<file path="src/rtl/fir_decim_rx.sv">
// Receive-side matched 9-tap symmetric FIR with decimation by DECIM and a serial folded MAC.
// Build option: define FIR_RX_ROUND_EN for round-half-up output scaling; otherwise the result is truncated.
module fir_decim_rx #(
    parameter int DW_IN  = 18,
    parameter int DW_OUT = 18,
    parameter int DECIM  = 2,
    parameter int C0     = 7,
    parameter int C1     = 17,
    parameter int C2     = 32,
    parameter int C3     = 46,
    parameter int C4     = 52,
    parameter int SHIFT  = 8
) (
    input  logic              clk,
    input  logic              reset,
    input  logic [DW_IN-1:0]  din,
    input  logic              din_valid,
    output logic              din_ready,
    output logic [DW_OUT-1:0] dout,
    output logic              dout_valid,
    input  logic              dout_ready
);

    localparam int ACC_W = DW_IN + SHIFT + 1;
    localparam int PW    = (DECIM > 1) ? $clog2(DECIM) : 1;

`ifdef FIR_RX_ROUND_EN
    localparam logic [ACC_W-1:0] RND = ACC_W'(1) << (SHIFT - 1);
`else
    localparam logic [ACC_W-1:0] RND = '0;
`endif

    typedef enum logic [1:0] {IDLE, MAC, OUT} state_t;

    state_t             state_reg;
    state_t             state_next;
    logic [DW_IN-1:0]   x_reg [9];
    logic [PW-1:0]      phase_reg;
    logic [2:0]         k_reg;
    logic [ACC_W-1:0]   acc_reg;
    logic [7:0]         coef;
    logic [DW_IN:0]     pair;
    logic [ACC_W-1:0]   acc_sum;
    logic               accept;
    logic               decim_hit;

    assign din_ready = reset && (state_reg == IDLE);
    assign accept    = din_valid && din_ready;
    assign decim_hit = (phase_reg == PW'(DECIM - 1));

    // Folded tap: symmetric pairs share one coefficient, the centre tap stands alone.
    always_comb begin
        coef = '0;
        pair = '0;
        case (k_reg)
            3'd0: begin coef = 8'(C0); pair = {1'b0, x_reg[0]} + {1'b0, x_reg[8]}; end
            3'd1: begin coef = 8'(C1); pair = {1'b0, x_reg[1]} + {1'b0, x_reg[7]}; end
            3'd2: begin coef = 8'(C2); pair = {1'b0, x_reg[2]} + {1'b0, x_reg[6]}; end
            3'd3: begin coef = 8'(C3); pair = {1'b0, x_reg[3]} + {1'b0, x_reg[5]}; end
            3'd4: begin coef = 8'(C4); pair = {1'b0, x_reg[4]}; end
            default: begin coef = '0; pair = '0; end
        endcase
        acc_sum = acc_reg + (ACC_W'(coef) * ACC_W'(pair));
    end

    always_ff @(posedge clk or negedge reset) begin
        if (!reset) begin
            state_reg <= IDLE;
        end else begin
            state_reg <= state_next;
        end
    end

    always_comb begin
        state_next = state_reg;
        case (state_reg)
            IDLE: if (accept && decim_hit) state_next = MAC;
            MAC:  if (k_reg == 3'd4) state_next = OUT;
            OUT:  if (dout_ready) state_next = IDLE;
            default: state_next = IDLE;
        endcase
    end

    always_ff @(posedge clk or negedge reset) begin
        if (!reset) begin
            for (int i = 0; i < 9; i++) begin
                x_reg[i] <= '0;
            end
            phase_reg  <= '0;
            k_reg      <= '0;
            acc_reg    <= '0;
            dout       <= '0;
            dout_valid <= 1'b0;
        end else begin
            if (accept) begin
                x_reg[0] <= din;
                for (int i = 1; i < 9; i++) begin
                    x_reg[i] <= x_reg[i-1];
                end
                if (decim_hit) begin
                    phase_reg <= '0;
                    k_reg     <= '0;
                    acc_reg   <= '0;
                end else begin
                    phase_reg <= phase_reg + PW'(1);
                end
            end
            // The delay line is frozen during MAC because din_ready is low.
            if (state_reg == MAC) begin
                k_reg   <= k_reg + 3'd1;
                acc_reg <= acc_sum;
                if (k_reg == 3'd4) begin
                    dout       <= DW_OUT'((acc_sum + RND) >> SHIFT);
                    dout_valid <= 1'b1;
                end
            end
            if (state_reg == OUT && dout_ready) begin
                dout_valid <= 1'b0;
            end
        end
    end

endmodule

</file>
<file path="config.mk">
export PLATFORM = sky130hd
export DESIGN_NAME = fir_decim_rx
export DESIGN_NICKNAME = d
export VERILOG_FILES = /design/src/rtl/fir_decim_rx.sv
export SDC_FILE = /design/constraint.sdc
export NUM_CORES = 1
export LEC_CHECK = 0
export ABC_AREA = 0
export CORE_ASPECT_RATIO = 0.6
export CORE_MARGIN = 4
export CORE_UTILIZATION = 45
export DETAILED_ROUTE_END_ITERATION = 16
export MAX_ROUTING_LAYER = met4
export PLACE_DENSITY_LB_ADDON = 0.1
export SKIP_LAST_GASP = 1
export SYNTH_ARGS = -nofsm -noshare
export SYNTH_HDL_FRONTEND = slang
export SYNTH_SLANG_ARGS = --single-unit
export TNS_END_PERCENT = 20
</file>
<file path="constraint.sdc">
create_clock -name clk -period 13.83 [get_ports clk]
set_clock_uncertainty 0.1 [all_clocks]
set_input_delay 2.0745 -clock clk [delete_from_list [all_inputs] [get_ports clk]]
set_output_delay 2.0745 -clock clk [all_outputs]
set_load 0.1 [all_outputs]
</file>
==> run metrics, run 1 <==
status=finished clean; core area=35,280 µm²; top-area cell type share of the netlist area=32.86%; Final GP Congestion=0.8957; final wirelength=41,940 µm; synthesized net count=1,814; R2R depth=21; worst r2r src=k_reg[2]; Vias per Instance=5.753; r2r setup slk=5.76 ns; Max stage delay on crit path=0.83 ns; area of the multi-input gates=10,180 µm²; Slew Limit Fails=0; final setup vio count=0; worst path arrival time=8.38 ns; Area Growth Syn to Fin=10.80%; largest fanout on the critical path=26; fmax=123.9 MHz; Remaining DRCs=0; Placed Area=17,170 µm²; syn avg cell area=10.27 µm²; Final Core Density=50.94%; GRT Resource Usage Total=22.61%; WP data required=14.14 ns; n_diodes=0; Initial Util=45.97%; total CTS buffers=24; Critical Path Source=k_reg[2]; crit path time final=8.073 ns; Worst Setup End Kind=flip-flop; register area share after synthesis=32.86%; most numerous cell in the Yosys netlist=dfrtp_1; Resize count post-CTS=0; DR WL/cell=20.02 µm; first-pass GRT wire length=69,010 µm; Max Buffers Root-to-Sink=3; grt ovf=0; fillers=3,246; Top FF cell, synth=dfrtp_1; Max stage delay cell, worst path=clkinv_1; Worst Setup EP=dout[15]; die area=39,240 µm²; DRT iter0 DRCs=1,031; Yosys reg bits=213; initial antenna violation count=0; Total Nets Final=1,846; relative slew slack=25.24%; count of input and output buffers=41; Die Span X=253.1 µm; Syn Inst Count=1,579; Yosys top cell by area=dfrtp_1; IO Pins=42; FFs w/ async S/R, synth=100.0%; Die H=155.1 µm; worst hold slack=0.3842 ns; post-route cell area=17,970 µm²; Reg area=5330 µm²; Final Cycle Share=58.38%; H-Tree Depth=1; Vias=12,050; max reg flops=162; maxcap violations=0; TNS Setup=0 ns; crit start category=flip-flop; share of cells above drive strength 1=16.71%; drt first pass iters=5; top cells by area, synth=dfrtp_1 (33%), mux2_2 (12%), fa_1 (12%); hold crit path type=reg -> reg; critical path type=reg -> reg; post-CTS setup buffers=0; Netlist cell types=84; Hold Violations, Final=0; CP Cell Sequence=inv_1 > ha_1 > clkinv_1 > nor3_1 > a211oi_1 > o21ai_0 > o21ai_0 > fa_1 > fa_1 > fa_1 > inv_1 > fa_1 > ha_1 > o211ai_1 > a21oi_1 > o21ai_0 > o2111ai_1 > o211ai_1 > o311a_1 > mux2i_1 > o21ai_0; Post-CTS Hold Buffers=0; clock slew at reported path FFs=0.07 ns; CTS Root Cell=clkbuf_16; Rows=53; Post-Synthesis Cell Area=16,220 µm²; CTS sink count=213; number of global-route vias before repair=12,060; pin count of the biggest net entering global routing=88; worst reg2reg endpoint=dout[15]; top cells by count, synth=dfrtp_1 (213), mux2_2 (175), inv_1 (143), ha_1 (118), nor2_1 (112); DP Wirelength=31,750 µm; number of synthesized flops with an enable pin=0; Synth Warn #=0; TritonCTS clock tree=done; worst skew pair latency=0.55 ns; RSZ-0062 raised after global routing=no; DRT antenna net count=0; actual slew at the worst max-slew pin=1.121 ns
==> critical path, delay by kind of cell (launching register included) <==
kind                       cells  cell delay [ns]
adders and majority gates      6             2.67
AOI/OAI and AO/OA             10             2.49
buffers and inverters          3             1.23
DFF                            1             0.65
and+or+nand+nor                1             0.59
muxes                          1             0.18
==> metrics by stage <==
stage / setup WS, ns / cells
CTS: 5.765 / 2095
floorplan: 7.185 / 1579
global placement: 5.868 / 2052
detailed placement: 5.813 / 2052
global route: 5.236 / 2095
finish: 5.757 / 2095
==> placed cells by master, fill, tap and decap left out, types with 20 or more instances in the layout <==
master           synthesis  layout
dfrtp_1                213     213
mux2_2                 175     175
inv_1                  143     143
ha_1                   118     118
nor2_1                 112     112
a21oi_1                 97      96
fa_1                    95      95
nand2_1                 81      81
o21ai_0                 67      67
a21o_1                  50      50
clkdlybuf4s50_1          0      40
xnor2_1                 29      29
nor3_1                  28      27
nand3_1                 27      27
clkbuf_16                0      25
xor2_1                  24      24
a22o_1                  20      20
==> how the worst min path moves through the flow <==
stage / start / end / slack, ns / cells past startpoint
finish: acc_reg[7] / acc_reg[7] / 0.38 / 2
global route: acc_reg[2] / acc_reg[2] / 0.41 / 2
CTS: acc_reg[7] / acc_reg[7] / 0.38 / 2
detailed placement: acc_reg[7] / acc_reg[7] / 0.37 / 2
global placement: acc_reg[7] / acc_reg[7] / 0.37 / 2
floorplan: acc_reg[4] / acc_reg[4] / 0.35 / 2
==> layer usage <==
metal,vias up,track usage (%),routed length [µm]
li1,5656,-,-
met1,6060,35.81,22120
met2,291,31.38,16940
met3,46,2.957,2189
met4,0,3.385,698
met5,-,-,0
==> area by class of cell <==
cell class | count | area share (%)
clock inverter | 12 | 0.6962
inverter | 144 | 3.008
multi-input combinational | 1171 | 56.63
clock buffer | 31 | 3.774
sequential | 213 | 29.66
tap | 467 | 3.251
timing repair buffer | 57 | 2.980
==> kinds of logic (layout without fill, tap and decap cells) <==
kind of cell / count (synthesis) / count (layout) / share of synthesized area, %
adders and majority gates: 213 / 213 / 20.83
buffers and inverters: 195 / 244 / 4.520
muxes: 180 / 180 / 12.49
AOI/OAI and AO/OA: 381 / 381 / 16.01
xor gates and xnor gates: 54 / 54 / 3.001
and+or+nand+nor: 343 / 343 / 10.28
DFF: 213 / 213 / 32.86
Power of run 1 is left out: the tool's default activity adds up to more than one toggle a clock period on the data nets, which glitch-free logic cannot reach.
==> run 2: changes to the inputs <==
Clock period 13.83 ns to 8.3 ns, I/O delays scaled along.
==> run 2 against run 1 <==
Against the previous run:
- critical path depth grew 4
- global-route usage is 0.067 points lower
- cell area is 0.45% higher
- highest routed layer unchanged
- critical path type unchanged
- critical endpoint is now dout[13]
- count of clock-buffer cells in the layout decreased by 2
- via count increased by 1.6%
- utilization rose by 0.23 points
==> run metrics, run 2 (synthesized netlist as in run 1, its figures left out) <==
post-CTS setup buffers=0; Max stage delay cell, worst path=o21ai_0; DRT iter0 DRCs=1,152; TritonCTS clock tree=done; count of input and output buffers=41; relative slew slack=28.92%; core area=35,280 µm²; Post-CTS Hold Buffers=0; Final Core Density=51.17%; Final GP Congestion=0.9313; critical path type=reg -> reg; fillers=3,217; IO Pins=42; Die Span X=253.1 µm; fmax=127.6 MHz; DRT antenna net count=0; Rows=53; H-Tree Depth=1; Max stage delay on crit path=0.60 ns; crit start category=flip-flop; largest fanout on the critical path=6; CTS sink count=213; n_diodes=0; worst skew pair latency=0.54 ns; Area Growth Syn to Fin=11.29%; met2 Use GR=30.69%; status=finished clean; pin count of the biggest net entering global routing=80; drt first pass iters=5; actual slew at the worst max-slew pin=1.062 ns; worst path arrival time=8.15 ns; most common cell after layout, fill and taps aside=dfrtp_1; Final Cycle Share=94.42%; final wirelength=41,840 µm; TNS Setup=0 ns; Total Nets Final=1,857; Die H=155.1 µm; commonest non-fill, non-tap cells in the layout=dfrtp_1 (213), mux2_2 (175), inv_1 (143); maxcap violations=0; met3 track demand over resource=3.559%; hold crit path type=reg -> reg; CTS Root Cell=clkbuf_16; total CTS buffers=23; initial antenna violation count=0; Vias=12,250; critical path's most frequent cell=fa_1; max reg flops=162; Worst Setup End Kind=flip-flop; Vias per Instance=5.819; grt peak-use layer=met1; crit path time final=7.837 ns; GRT Resource Usage Total=22.54%; Slew Limit Fails=0; WP data required=8.62 ns; RSZ-0062 raised after global routing=no; share of cells above drive strength 1=17.28%; Remaining DRCs=0; first-pass GRT wire length=68,810 µm; Initial Util=45.97%; Max Buffers Root-to-Sink=3; clock slew at reported path FFs=0.07 ns; DP Wirelength=32,300 µm; DR WL/cell=19.88 µm; global routing usage on met1=35.71%; final setup vio count=0; Resize count post-CTS=0; number of global-route vias before repair=12,310; die area=39,240 µm²; grt ovf=0; Hold Violations, Final=0
==> run 2: cell types whose count changed in the layout (fill, tap and decap cells not counted) <==
cell,delta
clkbuf_1,-1
buf_4,+12
bufinv_16,+1
inv_6,+1
clkinvlp_4,-1
clkinv_4,+1
clkbuf_8,+1
clkbuf_16,-2
clkinv_2,-2
==> run 2: worst paths after layout <==
kind	slack (ns)	from	endpoint	depth (start not counted)
worst max-delay path	0.46	x_reg[18]	dout[13]	25
worst min-delay path	0.38	acc_reg[7]	acc_reg[7]	2
worst max register to register	0.46	x_reg[18]	dout[13]	25
worst min register to register	0.38	acc_reg[7]	acc_reg[7]	2
max in group asynchronous	5.49	reset	x_reg[71]	3
min in group asynchronous	0.50	reset	x_reg[130]	1
==> run 2: metal layers <==
metal	routed length [µm]	vias to the layer above
met5	0	-
met4	702	0
met3	2884	57
met2	16480	361
met1	21770	6146
li1	-	5684
==> run 2: area by class of cell <==
type	instances	area, µm²	share of cell area, %
clock buffers	29	638.1	3.535
clock inverters	12	155.1	0.8595
inverters	144	540.5	2.994
multi-input cells	1171	10180	56.38
flip-flops and latches	213	5330	29.53
well taps	467	584.3	3.237
repair buffers	69	625.6	3.466
==> run 2: critical path, delay by kind of cell (launching register included) <==
kind / cells / cell delay, ns
mux: 1 / 0.27
buf+inv: 2 / 0.09
fa+ha+maj: 7 / 3.08
simple gates: 2 / 0.21
xor+xnor: 2 / 0.36
flops: 1 / 0.40
compound gates: 11 / 3.21
==> run 2: stage by stage <==
step,setup slack [ns],instances,hold WS (ns),instance area [µm²]
after floorplan,1.655,1579,0.3498,16220
after global placement,0.7969,2064,0.3655,17260
after detailed placement,0.6287,2064,0.3739,17260
after CTS,0.5627,2105,0.3893,18050
after global routing,0.01523,2105,0.4209,18050
final,0.4631,2105,0.3795,18050
Power of run 2 is left out for the same reason.
